`config.mk`:
```
export PLATFORM = sky130hd
export DESIGN_NAME = boid_xcel_seq
export DESIGN_NICKNAME = d
export VERILOG_FILES = /design/src/rtl/boid_xcel_seq.sv
export SDC_FILE = /design/constraint.sdc
export NUM_CORES = 1
export LEC_CHECK = 0
export CAP_MARGIN = 20
export CORE_MARGIN = 3
export CORE_UTILIZATION = 50
export DETAILED_ROUTE_END_ITERATION = 16
export GPL_TIMING_DRIVEN = 0
export PLACE_DENSITY_LB_ADDON = 0.05
export SYNTH_ARGS = -nofsm -noshare
export SYNTH_HDL_FRONTEND = slang
export SYNTH_SLANG_ARGS = --single-unit
```
`constraint.sdc`:
```
create_clock -name clk -period 4.8 [get_ports clk]
set_input_delay 0.72 -clock clk [delete_from_list [all_inputs] [get_ports clk]]
set_output_delay 0.72 -clock clk [all_outputs]
set_load 0.01 [all_outputs]
```
`src/rtl/boid_xcel_seq.sv`:
```
// Frame sequencer for the boid accelerator: walks every self/neighbour pair,
// NUM_LANES self boids at a time, using req/valid memory reads and a wb_en/wb_ready handshake.
module boid_xcel_seq #(
    parameter int              NUM_BOIDS = 8,
    parameter int              NUM_LANES = 2,
    parameter int              WB_W      = 7,
    parameter logic [WB_W-1:0] WB_MASK   = 7'b0011111,
    localparam int             IDX_W     = (NUM_BOIDS > 2) ? $clog2(NUM_BOIDS) : 1
) (
    input  logic                 clk,
    input  logic                 reset,
    input  logic                 start,
    output logic                 mem_req,
    output logic [IDX_W-1:0]     mem_idx,
    input  logic                 mem_valid,
    output logic [IDX_W-1:0]     self_base,
    output logic                 r_en_tot,
    output logic                 r_en_itr,
    output logic                 calc_en,
    output logic [NUM_LANES-1:0] self_mask,
    output logic [WB_W-1:0]      wb_en,
    input  logic                 wb_ready,
    output logic                 busy,
    output logic                 done,
    output logic [15:0]          frame_ctr
);

    typedef enum logic [2:0] {
        S_IDLE,
        S_SELF_RD,
        S_ITR_RD,
        S_CALC,
        S_WB,
        S_DONE
    } state_e;

    localparam int             W1       = IDX_W + 1;
    localparam logic [W1-1:0]  LAST_ITR = W1'(NUM_BOIDS - 1);
    localparam logic [W1-1:0]  NB_EXT   = W1'(NUM_BOIDS);
    localparam logic [W1-1:0]  NL_EXT   = W1'(NUM_LANES);

    state_e               state_q, state_d;
    logic [IDX_W-1:0]     self_base_q, self_base_d;
    logic [IDX_W-1:0]     itr_q, itr_d;
    logic [15:0]          frame_ctr_q, frame_ctr_d;
    logic                 start_q;
    logic                 start_edge;
    logic                 itr_last;
    logic                 group_last;
    logic [W1-1:0]        next_base;
    logic [NUM_LANES-1:0] lane_hit;

    // One extra bit keeps self_base+NUM_LANES exact when it reaches NUM_BOIDS.
    assign start_edge = start & ~start_q;
    assign itr_last   = ({1'b0, itr_q} == LAST_ITR);
    assign next_base  = {1'b0, self_base_q} + NL_EXT;
    assign group_last = (next_base >= NB_EXT);

    always_comb begin
        lane_hit = '0;
        for (int k = 0; k < NUM_LANES; k++) begin
            lane_hit[k] = ({1'b0, itr_q} == ({1'b0, self_base_q} + W1'(k)));
        end
    end

    // NOTE: every combinational output gets a default first, so no path can infer a latch.
    always_comb begin
        state_d     = state_q;
        self_base_d = self_base_q;
        itr_d       = itr_q;
        frame_ctr_d = frame_ctr_q;
        mem_req     = 1'b0;
        mem_idx     = '0;
        r_en_tot    = 1'b0;
        r_en_itr    = 1'b0;
        calc_en     = 1'b0;
        self_mask   = '0;
        wb_en       = '0;
        done        = 1'b0;

        case (state_q)
            S_IDLE: begin
                if (start_edge) begin
                    self_base_d = '0;
                    itr_d       = '0;
                    state_d     = S_SELF_RD;
                end
            end
            S_SELF_RD: begin
                mem_req = 1'b1;
                mem_idx = self_base_q;
                if (mem_valid) begin
                    r_en_tot = 1'b1;
                    state_d  = S_ITR_RD;
                end
            end
            S_ITR_RD: begin
                mem_req = 1'b1;
                mem_idx = itr_q;
                if (mem_valid) begin
                    r_en_itr = 1'b1;
                    state_d  = S_CALC;
                end
            end
            S_CALC: begin
                calc_en   = 1'b1;
                self_mask = lane_hit;
                if (itr_last) begin
                    state_d = S_WB;
                end else begin
                    itr_d   = itr_q + IDX_W'(1);
                    state_d = S_ITR_RD;
                end
            end
            S_WB: begin
                wb_en = WB_MASK;
                if (wb_ready) begin
                    itr_d = '0;
                    if (group_last) begin
                        state_d = S_DONE;
                    end else begin
                        self_base_d = next_base[IDX_W-1:0];
                        state_d     = S_SELF_RD;
                    end
                end
            end
            S_DONE: begin
                done        = 1'b1;
                frame_ctr_d = frame_ctr_q + 16'd1;
                state_d     = S_IDLE;
            end
            default: state_d = S_IDLE;
        endcase
    end

    // NOTE: state registers use non-blocking assignments; reset is synchronous and clears every register.
    always_ff @(posedge clk) begin
        if (reset) begin
            state_q     <= S_IDLE;
            self_base_q <= '0;
            itr_q       <= '0;
            frame_ctr_q <= '0;
            start_q     <= 1'b0;
        end else begin
            state_q     <= state_d;
            self_base_q <= self_base_d;
            itr_q       <= itr_d;
            frame_ctr_q <= frame_ctr_d;
            start_q     <= start;
        end
    end

    assign self_base = self_base_q;
    assign busy      = (state_q != S_IDLE);
    assign frame_ctr = frame_ctr_q;

endmodule

```
# Word level (Yosys, flattened, before mapping)
# Index checks and enable logic that the tools add are counted.
word_totals:
  register_bits: 26
  inputBits: 5
  word_cells: 57
classes:
  n_addsub: 4
  n_lt_le_gt_ge: 1
  eq_ne: 14
  mux: 23
  bitwise: 2
  reduce_logical: 8
op_table:
  columns: ["operator", "count"]
  rows:
  - ["3-bit two-way mux", 11]
  - ["16-bit by 1-bit adder with 16-bit output (second input constant)", 1]
  - ["3-bit one-hot mux with 5 select lines", 1]
  - ["2-bit != test (second input constant)", 6]
  - ["3-bit one-hot mux with 2 select lines", 2]
  - ["4-bit AND reduction", 3]
  - ["3-bit == test (second input constant)", 3]
  - ["3-bit one-hot mux with 3 select lines", 1]
  - ["3-bit by 2-bit == test with 1-bit output (second input constant)", 2]
  - ["1-bit two-way mux", 6]
  - ["3-bit nonzero test", 2]
  - ["5-bit two-way mux", 1]
  - ["3-bit by 1-bit adder with 4-bit output (second input constant)", 1]
  - ["3-bit by 2-bit adder with 4-bit output (second input constant)", 1]
  - ["3-bit by 4-bit == test with 1-bit output", 1]
  - ["4-bit greater-or-equal comparator (second input constant)", 1]
  - ["3-bit by 1-bit adder with 3-bit output (second input constant)", 1]
  - ["3-bit by 1-bit == test with 1-bit output (second input constant)", 1]
  - ["3-bit == test", 1]
  - ["3-bit zero test", 1]
  - ["2-bit two-way mux", 1]
  - ["2-bit nonzero test", 1]
  - ["2-bit OR reduction", 1]
  - ["1-bit AND", 1]
  - ["1-bit NOT", 1]

# Logic depth before layout (Yosys ltp)
# Gate-level depths: netlist of run 1.
logic_depth:
  depth_word: 5
  depth_mapped: 6
  depth_no_buf: 6

# Worst setup path after synthesis of run 1
# No wires, ideal clock.
synth_path:
  kind: "reg-to-output"
  startpoint: "register state_q[0]"
  endpoint: "output mem_idx[1]"
  arrival_time_ns: 1.204
  t_required_ns: 4.080
  setup_slack_ns: 2.876
  stages_incl_launch_ff: 6
  path_buffers: 2
  path_cell_list: "dfxtp_1 > buf_4 > clkbuf_1 > nor2b_1 > a22oi_1 > nor2_1"
synth_between:
  elab_chain_cells: 2
  elab_cells_between_ends: 3
synth_lines:
  columns: ["element", "line_no", "text"]
  rows:
  - ["start: declaration", "42", "state_e state_q, state_d;"]
  - ["start signal: assignment", "145", "state_q <= state_d;"]
  - ["3-bit by 2-bit == test with 1-bit output or 3-bit by 1-bit == test with 1-bit output (tied branches)", "81", "case (state_q)"]
  - ["3-bit one-hot mux with 2 select lines *", "81", null]
  - ["end: declaration", "14", "output logic [IDX_W-1:0] mem_idx,"]
# Mark *: on every way between the ends. The rest lies on a longest branch, timed or not.

# Worst setup path after layout of run 1
layout_path:
  startpoint: "register state_q[0]"
  endpoint: "output mem_idx[2]"
# Same word-level chain as after synthesis.

==> results of run 1 <==
[cell type report]
type	instances	area [sq um]
fill	221	719
multi-input combinational	125	843
sequential	25	500
timing repair buffer	38	380
buffer	18	113
inverter	4	15.0
tap	30	37.5
clock buffer	4	26.3
[through the flow]
step	total power, mW	utilization [%]
5_1_grt	0.437	72.7
3_3_place_gp	0.319	71.7
4_1_cts	0.416	72.7
2_1_floorplan	0.288	-
6_report	0.413	72.7
3_5_place_dp	0.321	71.7
[final timing paths]
kind                       from  cells past startpoint  slack [ps]            end
hold reg to reg   frame_ctr[10]                      2         510  frame_ctr[10]
setup / recovery     state_q[0]                      6        1830     mem_idx[2]
hold / removal    frame_ctr[10]                      2         510  frame_ctr[10]
setup reg to reg       itr_q[0]                      6        2990       itr_q[2]
[power by group through the flow]
stage	Clock (mW)	Sequential (mW)	Combinational [mW]
6_report	0.0952	0.214	0.103
5_1_grt	0.110	0.215	0.112
4_1_cts	0.0994	0.214	0.103
3_5_place_dp	0	0.219	0.103
3_3_place_gp	0	0.218	0.100
2_1_floorplan	0	0.218	0.0697
[per-layer routing]
| metal | track usage [%] | share of wire, % |
|---|---|---|
| met1 | 28.5 | 47 |
| met5 | 0 | 0 |
| met2 | 32.1 | 47 |
| met3 | 3.46 | 5.5 |
| met4 | 4.75 | 0.51 |
[cell usage after synthesis, types with 3 or more instances]
cell	count
nand2_1	11
inv_1	3
nor2b_1	5
o21ai_0	3
buf_4	10
nand4_1	3
xor2_1	5
a22oi_1	3
dfxtp_1	25
a21oi_1	8
clkbuf_1	6
nand3_1	6
or3_1	3
nor2_1	26
ha_1	4
mux2i_1	3
nor3_1	3
xnor2_1	7
[state kept, by name, indices dropped and copies added (netlist names)]
name and cells:
self_base 2, start_q 1, state_q 3, frame_ctr 16, itr_q 3
[cells by family after synthesis]
kind of cell,count (synthesis)
AOI/OAI and AO/OA,22
xor gates and xnor gates,12
adders and majority gates,4
buffers and inverters,22
DFF,25
muxes,6
other,1
and+or+nand+nor,78
[critical path, cell delays in order, from the launching register on]
cell             delay, ps
dfxtp_1                370
buf_4                  180
clkbuf_1               320
nor2b_1                280
a22oi_1                120
nor2_1                 110
clkdlybuf4s50_1        550
==> flow_summary.json, run 1 <==
{
  "layout.cells.non_filler": 244,
  "required_ps": 4080,
  "placed_area_sq_um": 1890,
  "finalSetupViolCount": 0,
  "antenna_left": 0,
  "cp-end-kind": "output port",
  "finalWirelength_mm": 3.31,
  "fmax_ghz": 0.337,
  "cts.root.buffer_cell": "clkbuf_4",
  "drive_above_1_share_pct": 13.6,
  "clk_pin_slew_ps": 130,
  "grt_overflow": 0,
  "setup_tns_ps": 0,
  "internal_power_mw": 0.293,
  "synth-seq-cells": 25,
  "yosysSeqAreaShare_pct": 34.2,
  "dieArea_sq_um": 3610,
  "p_comb_share_pct": 24.9,
  "numCtsBuffers": 3,
  "dp_hpwl_mm": 2.53,
  "yosys_warnings": 0,
  "arrival_ps": 2250,
  "synth_edf_count": 0,
  "track_usage_pct": 20.3,
  "cts.sinks": 25,
  "p_per_area_nw_per_um2": 215,
  "num_vias": 1313,
  "ys.flop_type": "dfxtp_1",
  "skew_ps": 3.54,
  "clk_path_buf_depth": 2,
  "cts_tree": "built",
  "synthArstFlopShare_pct": 0,
  "holdBufCountCts": 0,
  "p_sw_share_pct": 29.1,
  "setup_slack_ps": 1830,
  "synth_top_cell_area_share_pct": 34.2,
  "final_area_sq_um": 1920,
  "area_growth_pct": 30.9,
  "synth_compound_area_share_pct": 9.83,
  "drc": 0,
  "synth_top_cell_by_area": "dfxtp_1",
  "critPathMaxFanout": 10,
  "drv_cap": 0,
  "first_global_vias": 1210,
  "die_y_um": 60.1,
  "post-place-ws_ps": 1950,
  "layout_commonest_cell": "clkdlybuf4s50_1",
  "syn-instance-count": 170,
  "avgSynthCellArea_sq_um": 8.61,
  "grt_pass1_wl_mm": 5.59,
  "clkLatencyLatePin_ps": 320,
  "min_period_ps": 2970,
  "post-cts-setup-buffers": 0,
  "ir_worst_vdd_mv": 0.198,
  "switching_power_mw": 0.120,
  "coreArea_sq_um": 2640,
  "power_frac_seq_pct": 52.0,
  "holdCritPathClass": "reg -> reg",
  "hold_viol": 0,
  "drtIter0Drc": 37,
  "die_x_um": 60.1,
  "first_pass_iters": 4,
  "finalHoldWorstSlack_ps": 515,
  "grt_max_degree": 14,
  "synth_area_sq_um": 1460,
  "antenna_found_initial": 0,
  "synth_top_family_by_area": "simple AND/OR/NAND/NOR gates",
  "ios": 42,
  "num_antenna_cells": 0,
  "fin_nets": 224,
  "htreeDepth": 1,
  "place_congestion": 0.821,
  "avgViaCountPerCell": 5.38,
  "port_buffers": 38,
  "fin_crit_sh_pct": 61.9,
  "synthAdderAreaFrac_pct": 3.42,
  "crit_type": "reg -> out",
  "p_clk_share_pct": 23.1,
  "report.final.slew_viol_count": 0,
  "rsz0062_at_grt": "false",
  "initial_utilization_pct": 55.6,
  "synth.area.mux_share_pct": 4.62,
  "netlist_top_cells_area": "dfxtp_1 (34%), nor2_1 (6.7%), buf_4 (5.1%)",
  "crit_path_start_kind": "flip-flop",
  "synth-simple-area-share_pct": 31.8,
  "synthXorXnorAreaFrac_pct": 7.18,
  "dp.cells": 240,
  "cts_resized": 0,
  "layout_common_cells": "clkdlybuf4s50_1 (38), nor2_1 (26), dfxtp_1 (25)",
  "wl_per_cell_um": 13.6,
  "ys_types": 47,
  "p_leak_nw": 0.767,
  "num_rows": 18,
  "status": "completed"
}
No activity file was read; power rests on OpenSTA's default activity.
==> run 2, diff against run 1 <==
Settings changed: CORE_UTILIZATION 50 to 42.
Clock period 4.8 ns to 2.5 ns, I/O delays scaled along.
==> flow_summary.json, run 2 (synthesis gave the netlist of run 1 again) <==
{
  "grt_pass1_wl_mm": 5.87,
  "p_clk_share_pct": 22.3,
  "fin_crit_sh_pct": 94.7,
  "first_global_vias": 1308,
  "timing.rr.start": "itr_q[0]",
  "holdPathStages": 2,
  "die_x_um": 65.0,
  "numCtsBuffers": 3,
  "skew_ps": 10.1,
  "dp_hpwl_mm": 2.45,
  "min_period_ps": 2370,
  "place_congestion": 0.775,
  "die_y_um": 65.0,
  "holdCritPathClass": "reg -> reg",
  "initial_utilization_pct": 46.1,
  "slowest_delay_ps": 520,
  "critPathMaxFanout": 10,
  "min_from": "frame_ctr[10]",
  "placed_area_sq_um": 1910,
  "cts.root.buffer_cell": "clkbuf_4",
  "finalSetupViolCount": 0,
  "required_ps": 2120,
  "first_pass_iters": 4,
  "p_per_area_nw_per_um2": 409,
  "clkLatencyLatePin_ps": 320,
  "switching_power_mw": 0.230,
  "ir_worst_vdd_mv": 0.306,
  "antenna_left": 0,
  "regToRegSetupSlack_ps": 690,
  "holdBufCountCts": 0,
  "num_rows": 20,
  "drive_above_1_share_pct": 15.0,
  "post-place-ws_ps": 283,
  "slew_headroom_pct": 66.4,
  "final_area_sq_um": 1950,
  "fmax_ghz": 0.423,
  "clk_path_buf_depth": 2,
  "clk_pin_slew_ps": 130,
  "p_leak_nw": 0.779,
  "power_frac_seq_pct": 51.3,
  "hold_path_end": "frame_ctr[10]",
  "finalWirelength_mm": 3.42,
  "setup_tns_ps": 0,
  "cts_tree": "built",
  "p_sw_share_pct": 28.8,
  "fin_nets": 224,
  "max_slew.worst_pin.slew_ps": 505,
  "crit_type": "reg -> out",
  "status": "completed",
  "coreArea_sq_um": 3180,
  "p_comb_share_pct": 26.3,
  "report.final.slew_viol_count": 0,
  "setup_slack_ps": 133,
  "layout_commonest_cell": "clkdlybuf4s50_1",
  "ios": 42,
  "drv_cap": 0,
  "cp_cell_sequence": "buf_6, or3b_4, inv_4, buf_4, clkdlybuf4s50_1",
  "slowest_stage": "clkdlybuf4s50_1",
  "arrival_ps": 1990,
  "port_buffers": 38,
  "drtIter0Drc": 34,
  "reg2reg_depth": 6,
  "grt_overflow": 0,
  "area_growth_pct": 33.5,
  "dieArea_sq_um": 4230,
  "layout_common_cells": "clkdlybuf4s50_1 (38), nor2_1 (26), dfxtp_1 (25)",
  "drc": 0,
  "antenna_found_initial": 0,
  "avgViaCountPerCell": 5.20,
  "cp-end-kind": "output port",
  "report.power.total_mw": 0.800,
  "cts.sinks": 25,
  "crit_path_start_kind": "flip-flop",
  "htreeDepth": 1,
  "num_antenna_cells": 0,
  "num_vias": 1342,
  "largest_reg_flops": 16,
  "hold_viol": 0,
  "wl_per_cell_um": 13.2,
  "track_usage_pct": 17.4,
  "post-cts-setup-buffers": 0,
  "reg2reg_to": "itr_q[1]",
  "internal_power_mw": 0.570,
  "grt_max_degree": 14
}
run 2: layout make-up:
cell class | instances | area [sq um]
Multi-Input combinational cell | 125 | 853
Buffer | 18 | 121
Clock buffer | 4 | 26.3
Sequential cell | 25 | 500
Timing Repair Buffer | 38 | 380
Tap cell | 44 | 55.1
Inverter | 4 | 17.5
Fill cell | 302 | 1220
run 2: timing repair:
action                     in CTS  in global routing
hold endpoints to repair        0                  0
gates resized for setup         3                  7
setup endpoints to repair       6                  3
run 2: per-layer routing:
metal	part of all wire [%]	up-vias	GRT usage [%]
met5	0	-	0
met4	0.79	0	3.63
met3	5.4	5	5.03
met2	46	34	28.6
met1	48	633	22.5
li1	-	670	-
run 2: how the worst max path moves through the flow:
stage	to	slack [ps]	from	depth (start not counted)
global route	mem_idx[2]	-6	state_q[0]	6
detailed placement	mem_idx[1]	280	state_q[0]	6
CTS	mem_idx[1]	20	state_q[0]	6
global placement	mem_idx[1]	330	state_q[0]	6
finish	wb_en[2]	130	state_q[2]	5
floorplan	itr_q[1]	900	itr_q[0]	6
run 2: critical path, delay by kind of cell (launching register included):
family,cells,cell delay [ps]
buffers and inverters,4,880
flip-flops,1,370
AND/OR/NAND/NOR,1,420
run 2: per-stage QoR:
step | hold WS, ps | cells | util, %
after floorplan | 473 | 172 | -
after global placement | 494 | 254 | 60.0
after detailed placement | 503 | 254 | 60.0
after CTS | 521 | 258 | 61.0
after global routing | 557 | 258 | 61.5
final | 517 | 258 | 61.5
run 2: power groups by stage:
stage               logic (mW)  clock network [mW]  registers, mW
CTS                      0.201               0.191          0.411
global route             0.234               0.206          0.411
global placement         0.194                   0          0.419
floorplan                0.134                   0          0.418
finish                   0.211               0.179          0.410
detailed placement       0.199                   0          0.419
==> run 3, diff against run 2 <==
Settings changed: CTS_CLUSTER_DIAMETER set to 100.
==> results of run 3 <==
Same layout as run 2: the final DEF is identical, and so are final timing and power.
